==> src/rtl/riscv_pkg.sv <==
// Shared RISC-V core types: register index, RV32M op encodings and mul/div unit states.
`ifndef RISCV_PKG_SV
`define RISCV_PKG_SV

`define REG_SIZE 5

package riscv_pkg;

  typedef logic [`REG_SIZE-1:0] reg_idx_t;

  typedef enum logic [2:0] {
    OP_MUL    = 3'd0,
    OP_MULH   = 3'd1,
    OP_MULHSU = 3'd2,
    OP_MULHU  = 3'd3,
    OP_DIV    = 3'd4,
    OP_DIVU   = 3'd5,
    OP_REM    = 3'd6,
    OP_REMU   = 3'd7
  } muldiv_op_e;

  typedef enum logic [2:0] {
    IDLE,
    MUL,
    DIV,
    FIX,
    DONE
  } muldiv_state_e;

  localparam int unsigned MULDIV_ITERS = 32;

  // rs1 is treated as signed by MULH, MULHSU, DIV and REM
  function automatic logic op_signed_a(muldiv_op_e op);
    return (op == OP_MULH) || (op == OP_MULHSU) || (op == OP_DIV) || (op == OP_REM);
  endfunction

  // rs2 is treated as signed by MULH, DIV and REM
  function automatic logic op_signed_b(muldiv_op_e op);
    return (op == OP_MULH) || (op == OP_DIV) || (op == OP_REM);
  endfunction

endpackage

`endif

==> src/rtl/muldiv_unit_signfix.sv <==
// Conditional two's-complement negate: abs() of operands on latch, sign restore of results.
module muldiv_signfix #(
  parameter int unsigned W = 32
) (
  input  logic [W-1:0] val,
  input  logic         neg,
  output logic [W-1:0] res
);

  assign res = neg ? (~val + W'(1)) : val;

endmodule

==> src/rtl/muldiv_unit.sv <==
// Iterative RV32M multiply/divide unit: shift-add multiply and restoring divide on magnitudes,
// with sign correction in a final FIX step and a valid/ready handshake on both sides.
module muldiv_unit
  import riscv_pkg::*;
#(
  parameter int unsigned XLEN  = 32,
  parameter int unsigned CNT_W = 6
) (
  input  logic            clk,
  input  logic            rst_n,
  input  logic            in_valid,
  output logic            in_ready,
  input  logic [2:0]      funct3,
  input  logic [XLEN-1:0] rs1_val,
  input  logic [XLEN-1:0] rs2_val,
  input  reg_idx_t        rd_in,
  output logic            out_valid,
  input  logic            out_ready,
  output logic [XLEN-1:0] result,
  output reg_idx_t        rd_out,
  output logic            busy
);

  localparam int unsigned     PW       = 2 * XLEN;
  localparam logic [CNT_W-1:0] LAST_CNT = CNT_W'(MULDIV_ITERS - 1);
  localparam logic [XLEN-1:0]  INT_MIN  = {1'b1, {(XLEN-1){1'b0}}};

  muldiv_state_e    state;
  muldiv_op_e       op;
  reg_idx_t         rd_q;
  logic             a_neg;
  logic             b_neg;
  logic [XLEN-1:0]  opnd;
  logic [PW-1:0]    acc;
  logic [CNT_W-1:0] cnt;

  muldiv_op_e      req_op;
  logic            req_a_neg;
  logic            req_b_neg;
  logic            req_div0;
  logic            req_ovf;
  logic [XLEN-1:0] special_res;
  logic [XLEN-1:0] a_mag;
  logic [XLEN-1:0] b_mag;

  assign in_ready = (state == IDLE);
  assign busy     = (state != IDLE);

  // Request decode: operand signs and the two cases that bypass iteration
  always_comb begin
    req_op      = muldiv_op_e'(funct3);
    req_a_neg   = op_signed_a(req_op) & rs1_val[XLEN-1];
    req_b_neg   = op_signed_b(req_op) & rs2_val[XLEN-1];
    req_div0    = funct3[2] && (rs2_val == '0);
    req_ovf     = ((req_op == OP_DIV) || (req_op == OP_REM)) &&
                  (rs1_val == INT_MIN) && (rs2_val == '1);
    special_res = '0;
    if (req_div0) begin
      special_res = funct3[1] ? rs1_val : '1;
    end else begin
      special_res = funct3[1] ? '0 : rs1_val;
    end
  end

  muldiv_signfix #(.W(XLEN)) u_abs_a (.val(rs1_val), .neg(req_a_neg), .res(a_mag));
  muldiv_signfix #(.W(XLEN)) u_abs_b (.val(rs2_val), .neg(req_b_neg), .res(b_mag));

  // acc holds {product_hi, multiplier} for MUL and {remainder, dividend/quotient} for DIV
  logic [XLEN:0]   add_sum;
  logic [XLEN:0]   trial;
  logic            sub_ge;
  logic [XLEN-1:0] sub_diff;

  assign add_sum  = {1'b0, acc[PW-1:XLEN]} + {1'b0, opnd};
  assign trial    = acc[PW-1:XLEN-1];
  assign sub_ge   = (trial >= {1'b0, opnd});
  assign sub_diff = trial[XLEN-1:0] - opnd;

  logic [PW-1:0]   prod_fix;
  logic [XLEN-1:0] quo_fix;
  logic [XLEN-1:0] rem_fix;
  logic [XLEN-1:0] fix_res;

  muldiv_signfix #(.W(PW))   u_fix_prod (.val(acc),             .neg(a_neg ^ b_neg), .res(prod_fix));
  muldiv_signfix #(.W(XLEN)) u_fix_quo  (.val(acc[XLEN-1:0]),   .neg(a_neg ^ b_neg), .res(quo_fix));
  muldiv_signfix #(.W(XLEN)) u_fix_rem  (.val(acc[PW-1:XLEN]),  .neg(a_neg),         .res(rem_fix));

  always_comb begin
    fix_res = '0;
    case (op)
      OP_MUL:                        fix_res = prod_fix[XLEN-1:0];
      OP_MULH, OP_MULHSU, OP_MULHU:  fix_res = prod_fix[PW-1:XLEN];
      OP_DIV, OP_DIVU:               fix_res = quo_fix;
      default:                       fix_res = rem_fix;
    endcase
  end

  // Control FSM, iteration core and registered outputs
  always_ff @(posedge clk or negedge rst_n) begin
    if (!rst_n) begin
      state     <= IDLE;
      op        <= OP_MUL;
      rd_q      <= '0;
      a_neg     <= 1'b0;
      b_neg     <= 1'b0;
      opnd      <= '0;
      acc       <= '0;
      cnt       <= '0;
      out_valid <= 1'b0;
      result    <= '0;
      rd_out    <= '0;
    end else begin
      case (state)
        IDLE: begin
          if (in_valid) begin
            op    <= req_op;
            rd_q  <= rd_in;
            a_neg <= req_a_neg;
            b_neg <= req_b_neg;
            cnt   <= '0;
            if (req_div0 || req_ovf) begin
              result <= special_res;
              rd_out <= rd_in;
              state  <= DONE;
            end else if (funct3[2]) begin
              opnd  <= b_mag;
              acc   <= {{XLEN{1'b0}}, a_mag};
              state <= DIV;
            end else begin
              opnd  <= a_mag;
              acc   <= {{XLEN{1'b0}}, b_mag};
              state <= MUL;
            end
          end
        end
        MUL: begin
          acc <= acc[0] ? {add_sum, acc[XLEN-1:1]} : {1'b0, acc[PW-1:1]};
          cnt <= cnt + CNT_W'(1);
          if (cnt == LAST_CNT) begin
            cnt   <= '0;
            state <= FIX;
          end
        end
        DIV: begin
          acc <= {(sub_ge ? sub_diff : trial[XLEN-1:0]), acc[XLEN-2:0], sub_ge};
          cnt <= cnt + CNT_W'(1);
          if (cnt == LAST_CNT) begin
            cnt   <= '0;
            state <= FIX;
          end
        end
        FIX: begin
          result <= fix_res;
          rd_out <= rd_q;
          state  <= DONE;
        end
        DONE: begin
          // out_valid lags DONE entry by one edge; handshake only counts once it is visible
          if (out_valid && out_ready) begin
            out_valid <= 1'b0;
            state     <= IDLE;
          end else begin
            out_valid <= 1'b1;
          end
        end
        default: state <= IDLE;
      endcase
    end
  end

endmodule

==> config.mk <==
export PLATFORM = sky130hd
export DESIGN_NAME = muldiv_unit
export DESIGN_NICKNAME = d
export VERILOG_FILES = /design/src/rtl/riscv_pkg.sv /design/src/rtl/muldiv_unit_signfix.sv /design/src/rtl/muldiv_unit.sv
export SDC_FILE = /design/constraint.sdc
export NUM_CORES = 1
export LEC_CHECK = 0
export BUFFER_PORTS_ARGS = -buffer_cell sky130_fd_sc_hd__buf_2
export CORE_AREA = 2 2 196 198
export DETAILED_ROUTE_END_ITERATION = 8
export DIE_AREA = 0 0 198 200
export GPL_TIMING_DRIVEN = 0
export SYNTH_ARGS = -nofsm -noshare
export SYNTH_HDL_FRONTEND = slang
export SYNTH_SLANG_ARGS = --single-unit
export TNS_END_PERCENT = 5
==> constraint.sdc <==
create_clock -name clk -period 2.9 [get_ports clk]
set_input_delay 0.29 -clock clk [delete_from_list [all_inputs] [get_ports clk]]
set_output_delay 0.29 -clock clk [all_outputs]
set_load 0.03 [all_outputs]
==> run_results.csv, run 1 <==
group,metric,value,unit
run_status,status,"complete, but fails checks",
run_status,violations,"setup timing",
synth,ys_seq_elements,153,
setup_path,cp_top_family,"simple AND/OR/NAND/NOR gates",
final_layout,syn_to_final_growth,21.0,%
clocking,clock_path_buffers,2,
synth,synth_area_leaders,"dfrtp_1 24%, a21oi_1 7.4%, o21ai_0 6.0%",
sta,timing.final.crit_share,107,%
placed_design,portBuffers,111,
synth,synth_cell_types,95,
setup_path,path_cells,"buf_2 -> nor4_4 -> nor3b_4 -> and2_2 -> nor4b_2 -> a21o_1 -> xor2_1 -> o221ai_1 -> a21oi_1 -> o21ai_0",
floorplan,die_w,198,um
global_route,track_usage,36.9,%
global_route,grt_pass1_vias,16900,
synth,synth.most_common_cell,"nand2_1",
global_route,grtUsageMet2,57.2,%
synth,synth-compound-area-share,29.5,%
synth,muxShareOfSynthArea,2.64,%
synth,yosys.area.top_type,"dfrtp_1",
setup_path,path_class,"flip-flop to flip-flop",
global_route,use_met1,49.4,%
setup_path,critPathCaptureType,"flip-flop",
global_route,grt_util_met3,8.37,%
detailed_routing,vias,18400,
synth,yosys-top-cells-count,"252 x nand2_1, 238 x a21oi_1, 218 x nor2_1",
setup_path,crit_fanout,10,
sta,fin_ws,-0.194,ns
synth,synthAdderAreaFrac,5.72,%
setup_path,worstSetupStartpointType,"flip-flop",
sta,worst_pin_slew,1.08,ns
sta,hold_viol_final,0,
final_layout,nFillCells,3687,
synth,synth_cells,2169,
sta,fin_hold_ws,0.0836,ns
placed_design,dp_hpwl,57200,um
detailed_routing,dr.pass1.iters,7,
clocking,cts_root_buf,"clkbuf_16",
sta,max_freq,0.323,GHz
global_route,antenna_found_initial,0,
detailed_routing,drt_iter0_drc,2400,
pwr,p_leak,7.81,nW
synth,synth-xor-area-share,9.63,%
sta,max_slew_margin,27.8,%
clocking,htree_levels,4,
sta,finClkSkew,0.0132,ns
synth,synth_area,16000,um^2
synth,dominantRegCellSynth,"dfrtp_1",
setup_path,cp_num_buf_inv,1,
global_route,grt_pass1_wl,107000,um
pwr,seqPwrFrac,16.0,%
placed_design,pre_cts_ws,-1.34,ns
synth,synth_fp_nets,2317,
sta,drv_slew,0,
final_layout,final_nets,2491,
pwr,switching_share,56.2,%
hold_path,hold_class,"primary input to flip-flop",
sta,finalSetupViolCount,27,
floorplan,core,37400,um^2
synth,ys_async_sr_fraction,100,%
final_layout,register_area,3860,um^2
detailed_routing,wirelength,74200,um
synth,synth_top_family_by_area,"compound AO/OA/AOI/OAI gates",
setup_path,crit_arrival,3.42,ns
sta,min_period,3.09,ns
setup_path,cp.required,3.22,ns
setup_path,slowest_delay,0.44,ns
synth,syn_avg_cell_area,7.38,um^2
global_route,overflow,0,
pwr,p_per_area,1400,nW/um^2
clocking,cts_tree,"done",
clocking,clock_latency,0.46,ns
pwr,vdd_drop_max,0.000501,V
global_route,globalRoute.busiestLayer,"met2",
floorplan,start_util,42.8,%
floorplan,io_pins,116,
pwr,pwr-share-clk,9.5,%
flow_run,maxCapViolations,0,
synth,yosys.area_share.simple,22.3,%
synth,netlist.area_leader.share,23.9,%
detailed_routing,wl_per_cell,25.9,um
final_layout,fin_util,51.8,%
sta,rsz0062_at_grt,"true",
global_route,grt_max_degree,103,
detailed_routing,route.detailed.drc,0,
clocking,cts_sinks,153,
pwr,switchingPower,15.2,mW
clocking,cts_buffers,17,
synth,yosys_warnings,0,
setup_path,cp_slowest_cell,"nor4_4",
pwr,p_comb_share,74.5,%
synth,yosysSeqAreaShare,23.9,%
floorplan,die_area,39600,um^2
detailed_routing,vias_per_cell,6.43,
floorplan,placementRows,71,
synth,synth-edff-count,0,
final_layout,drive_gt1_share,20.0,%
clocking,clkTransAtPathRegs,0.08,ns
detailed_routing,ant_nets,0,
pwr,power.internal,11.9,mW
final_layout,n_antenna_cell,0,
floorplan,die_height,200,um
placed_design,globalplace.congestion,1.03,
final_layout,multi_input_area,12100,um^2
## through the flow
step	setup TNS, ns	power, mW	instances	area [um^2]
final	-1.83	27.1	2867	19400
after global routing	-5.95	28.5	2867	19400
after CTS	-2.49	24.9	2839	18600
after detailed placement	-75.27	21.3	2792	17200
after global placement	-224.88	21.3	2791	17200
after floorplan	0	15.6	2169	16000
## worst reg2reg max path, cell delays in order (launching register included)
cell      delay, ns
dfrtp_1        0.41
buf_2          0.26
nor4_4         0.45
nor3b_4        0.31
and2_2         0.27
nor4b_2        0.29
a21o_1         0.19
xor2_1         0.19
o221ai_1       0.15
a21oi_1        0.30
o21ai_0        0.13
## cell usage in the layout (no fill, tap or decap), types with 11 or more instances in the layout
cell type,n
xnor2_1,93
a211oi_1,36
a21oi_1,217
nand3_1,21
nand4_1,29
clkbuf_1,96
nand2_1,250
o21ai_0,174
dfrtp_2,23
clkbuf_16,19
o31ai_1,11
nor3_1,46
buf_2,143
o22ai_1,17
and2_1,11
a221oi_1,36
inv_1,64
o21ai_1,25
ha_1,42
dfrtp_1,130
a31oi_1,26
o221ai_1,22
nand2b_1,19
o21bai_1,14
a21oi_2,16
buf_4,58
nor2_1,214
ha_2,14
o211ai_1,25
nor4_4,11
a21o_1,21
ha_4,14
xor2_1,79
mux2i_1,31
## cells by family (layout without fill, tap and decap cells)
group | after synthesis | in the layout
adder cells (fa/ha/maj) | 72 | 72
AND/OR/NAND/NOR | 732 | 732
XOR/XNOR | 176 | 176
flip-flops | 153 | 153
buffers and inverters | 241 | 428
AO/OA/AOI/OAI | 754 | 754
multiplexers | 41 | 41
## sequential cells by signal, indices dropped and copies added (netlist names)
| name | flops |
|---|---|
| a_neg | 1 |
| acc | 64 |
| b_neg | 1 |
| cnt | 6 |
| op | 3 |
| opnd | 32 |
| out_valid | 1 |
| rd_out | 5 |
| rd_q | 5 |
| result | 32 |
| state | 3 |
## layout make-up
cell class | count | area share (%)
Multi-Input combinational cell | 1775 | 62.7
Sequential cell | 153 | 19.9
Timing Repair Buffer | 169 | 5.50
Buffer | 155 | 3.85
Tap cell | 511 | 3.30
Clock buffer | 19 | 2.29
Inverter | 72 | 1.42
Clock inverter | 13 | 1.07
## power by group through the flow
stage	logic (mW)	clock network [mW]	registers, mW
after floorplan	11.4	0	4.22
after global placement	17.0	0	4.24
after detailed placement	17.0	0	4.25
after CTS	18.1	2.59	4.27
after global routing	21.4	2.67	4.40
final	20.2	2.57	4.33
## metal layers
metal	routed length, um	vias to the layer above
met4	3660	0
met2	32200	1066
met1	30600	8924
li1	-	8247
met5	0	-
met3	7640	209
## path summary, 6_finish.rpt
check                      cells after the start  startpoint         end  slack (ns)
max in group asynchronous                      3       rst_n     acc[34]        1.63
min in group asynchronous                      2       rst_n  result[25]        0.34
setup reg to reg                              10     acc[40]  result[22]       -0.19
hold / removal                                 2    rd_in[4]     rd_q[4]        0.08
hold reg to reg                                2  result[13]  result[13]        0.48
setup / recovery                              10     acc[40]  result[22]       -0.19
## what timing repair did
action,CTS,global route
endpoints found under the setup margin,104,93
gates cloned,0,2
buffers inserted,26,28
hold buffers,1,0
pin swaps,21,37
resized for setup,128,131
hold endpoints to repair,51,0
Note: power is estimated with default switching activity, not from simulation.
==> run 2, diff against run 1 <==
--- a/config.mk
+++ b/config.mk
@@ -6,10 +6,11 @@
 export NUM_CORES = 1
 export LEC_CHECK = 0
 export BUFFER_PORTS_ARGS = -buffer_cell sky130_fd_sc_hd__buf_2
-export CORE_AREA = 2 2 196 198
+export CORE_AREA = 2 2 204 206
 export DETAILED_ROUTE_END_ITERATION = 8
-export DIE_AREA = 0 0 198 200
+export DIE_AREA = 0 0 206 208
 export GPL_TIMING_DRIVEN = 0
+export SLEW_MARGIN = 10
 export SYNTH_ARGS = -nofsm -noshare
 export SYNTH_HDL_FRONTEND = slang
 export SYNTH_SLANG_ARGS = --single-unit
==> run 2 against run 1 <==
- the flow still finishes with violations (setup timing)
- die area increased by 8.2%
- worst hold slack got worse by 0.0022 ns
- maximum frequency increased by 0.59%
- register-to-register slack improved by 0.02 ns
- worst setup slack improved by 0.018 ns
- power decreased by 1.8%
- sequential share of layout area increased by 0.11 points
- critical path depth decreased by 2
- global-route usage decreased by 2.1 points
- clock power decreased by 11%
- via count decreased by 0.89%
- critical endpoint is now result[14]
==> run_results.csv, run 2 (synthesis results as in run 1) <==
group,metric,value,unit
pwr,power.internal,11.4,mW
pwr,finalPower,26.6,mW
detailed_routing,vias,18300,
floorplan,start_util,39.5,%
sta,fin_ws,-0.176,ns
sta,max_slew_margin,25.8,%
sta,timing.final.crit_share,106,%
pwr,switching_share,57.3,%
pwr,p_leak,7.75,nW
pwr,p_per_area,1380,nW/um^2
clocking,clock_path_buffers,2,
clocking,htree_levels,4,
run_status,violations,"setup timing",
detailed_routing,dr.pass1.iters,8,
pwr,switchingPower,15.2,mW
setup_path,cp_slowest_cell,"dfrtp_1",
floorplan,die_area,42800,um^2
sta,finalSetupViolCount,39,
sta,max_freq,0.325,GHz
final_layout,final_nets,2482,
detailed_routing,drt_iter0_drc,2162,
detailed_routing,wl_per_cell,26.3,um
pwr,seqPwrFrac,16.5,%
placed_design,dp_hpwl,58900,um
clocking,cts_sinks,153,
sta,rsz0062_at_grt,"true",
floorplan,io_pins,116,
setup_path,path_cells,"xnor2_4 -> clkbuf_2 -> clkbuf_4 -> nor2_1 -> xnor2_1 -> a21oi_1 -> o211ai_1 -> a21oi_1",
final_layout,drive_gt1_share,19.5,%
global_route,antenna_found_initial,1,
global_route,grt_pass1_wl,111000,um
setup_path,worstSetupStartpointType,"flip-flop",
final_layout,final_common_cell,"nand2_1",
hold_path,hold_class,"primary input to flip-flop",
final_layout,reg_top3,"acc: 64 flops, opnd: 32 flops, result: 32 flops",
placed_design,portBuffers,111,
clocking,clkTransAtPathRegs,0.07,ns
clocking,cts_root_buf,"clkbuf_16",
sta,finClkSkew,0.0134,ns
global_route,track_usage,34.8,%
sta,hold_viol_final,0,
flow_run,maxCapViolations,0,
clocking,cts_tree,"done",
pwr,pwr-share-clk,8.6,%
final_layout,syn_to_final_growth,20.4,%
floorplan,die_height,208,um
setup_path,crit_arrival,3.46,ns
global_route,overflow,0,
detailed_routing,vias_per_cell,6.35,
pwr,vdd_drop_max,0.000667,V
floorplan,core,40600,um^2
detailed_routing,route.detailed.drc,0,
sta,min_period,3.08,ns
final_layout,n_antenna_cell,0,
run_status,status,"complete, but fails checks",
placed_design,pre_cts_ws,-1.81,ns
sta,drv_slew,0,
final_layout,nFillCells,4130,
setup_path,crit_fanout,10,
sta,worst_pin_slew,1.11,ns
final_layout,fin_util,47.5,%
floorplan,die_w,206,um
setup_path,path_class,"flip-flop to flip-flop",
final_layout,largest_reg_flops,64,
detailed_routing,wirelength,75600,um
setup_path,slowest_delay,0.61,ns
floorplan,placementRows,74,
global_route,grt_pass1_vias,17200,
final_layout,most-common-layout-cells,"251 x nand2_1, 221 x a21oi_1, 212 x nor2_1",
placed_design,globalplace.congestion,1.00,
final_layout,largest-register,"acc",
detailed_routing,ant_nets,0,
global_route,grt_max_degree,82,
setup_path,cp.required,3.28,ns
clocking,clock_latency,0.47,ns
setup_path,critPathCaptureType,"flip-flop",
clocking,cts_buffers,17,
setup_path,crit_path_frequent_cell,"a21oi_1",
pwr,p_comb_share,74.8,%
==> run 2: changes by cell type in the layout (fill, tap and decap cells not counted), moves of 4 or more <==
cell       previous run  this run
a21oi_1             217       221
ha_2                 14         8
bufinv_16             4         0
ha_1                 42        47
nor4_2                8         4
a21oi_2              16        12
buf_4                58        52
==> run 2: area by class of cell <==
cell class                 count  area, um^2  share of cell area (%)
buffer                       156         754                    3.92
clock inverter                15         153                   0.793
clock buffer                  17         425                    2.21
tap                          532         666                    3.46
sequential                   153        3860                    20.0
multi-input combinational   1775       12200                    63.2
inverter                      72         270                    1.40
timing repair buffer         159         965                    5.01
==> run 2: critical path: cells and delay by family (launching register included) <==
family	cells	cell delay, ns
AOI/OAI and AO/OA	3	0.94
DFF	1	0.61
and+or+nand+nor	1	0.09
xor gates and xnor gates	2	0.59
buffers and inverters	2	0.74
==> run 2: stage by stage <==
stage               instances  area (um^2)  setup TNS, ns  hold WS [ns]
floorplan                2169        16000              0      -0.00559
global placement         2812        17200        -231.31         0.466
detailed placement       2813        17300         -79.86         0.317
CTS                      2864        18700          -1.10        0.0708
global route             2879        19300          -7.01        0.0790
finish                   2879        19300          -2.93        0.0813
==> run 2: path summary, 6_finish.rpt <==
path / start / end / slack (ns) / depth (start not counted)
max in group asynchronous: rst_n / acc[0] / 1.67 / 3
min reg2reg: result[7] / result[7] / 0.48 / 2
max reg2reg: b_neg / result[14] / -0.18 / 8
min: rd_in[0] / rd_q[0] / 0.08 / 2
min in group asynchronous: rst_n / acc[37] / 0.39 / 2
max: b_neg / result[14] / -0.18 / 8
==> run 2: power by group through the flow <==
stage / combinational, mW / sequential (mW) / clock (mW)
2_1_floorplan: 11.4 / 4.22 / 0
3_3_place_gp: 17.1 / 4.22 / 0
3_5_place_dp: 17.1 / 4.24 / 0
4_1_cts: 18.4 / 4.29 / 2.32
5_1_grt: 21.2 / 4.47 / 2.41
6_report: 19.9 / 4.40 / 2.30
==> run 2: per-layer routing <==
metal / global-route usage (%) / wire length, um / vias to the layer above
met2: 53.6 / 33500 / 971
met3: 7.30 / 7410 / 179
met1: 48.0 / 31800 / 8913
li1: - / - / 8217
met5: 0 / 11 / -
met4: 12.6 / 2900 / 2
==> run 2: repair_timing <==
item / CTS / global route
resized for setup: 162 / 94
hold buffers: 1 / 0
setup buffers: 30 / 16
pin swaps: 32 / 33
hold endpoints to repair: 72 / 0
setup endpoints to repair: 90 / 83
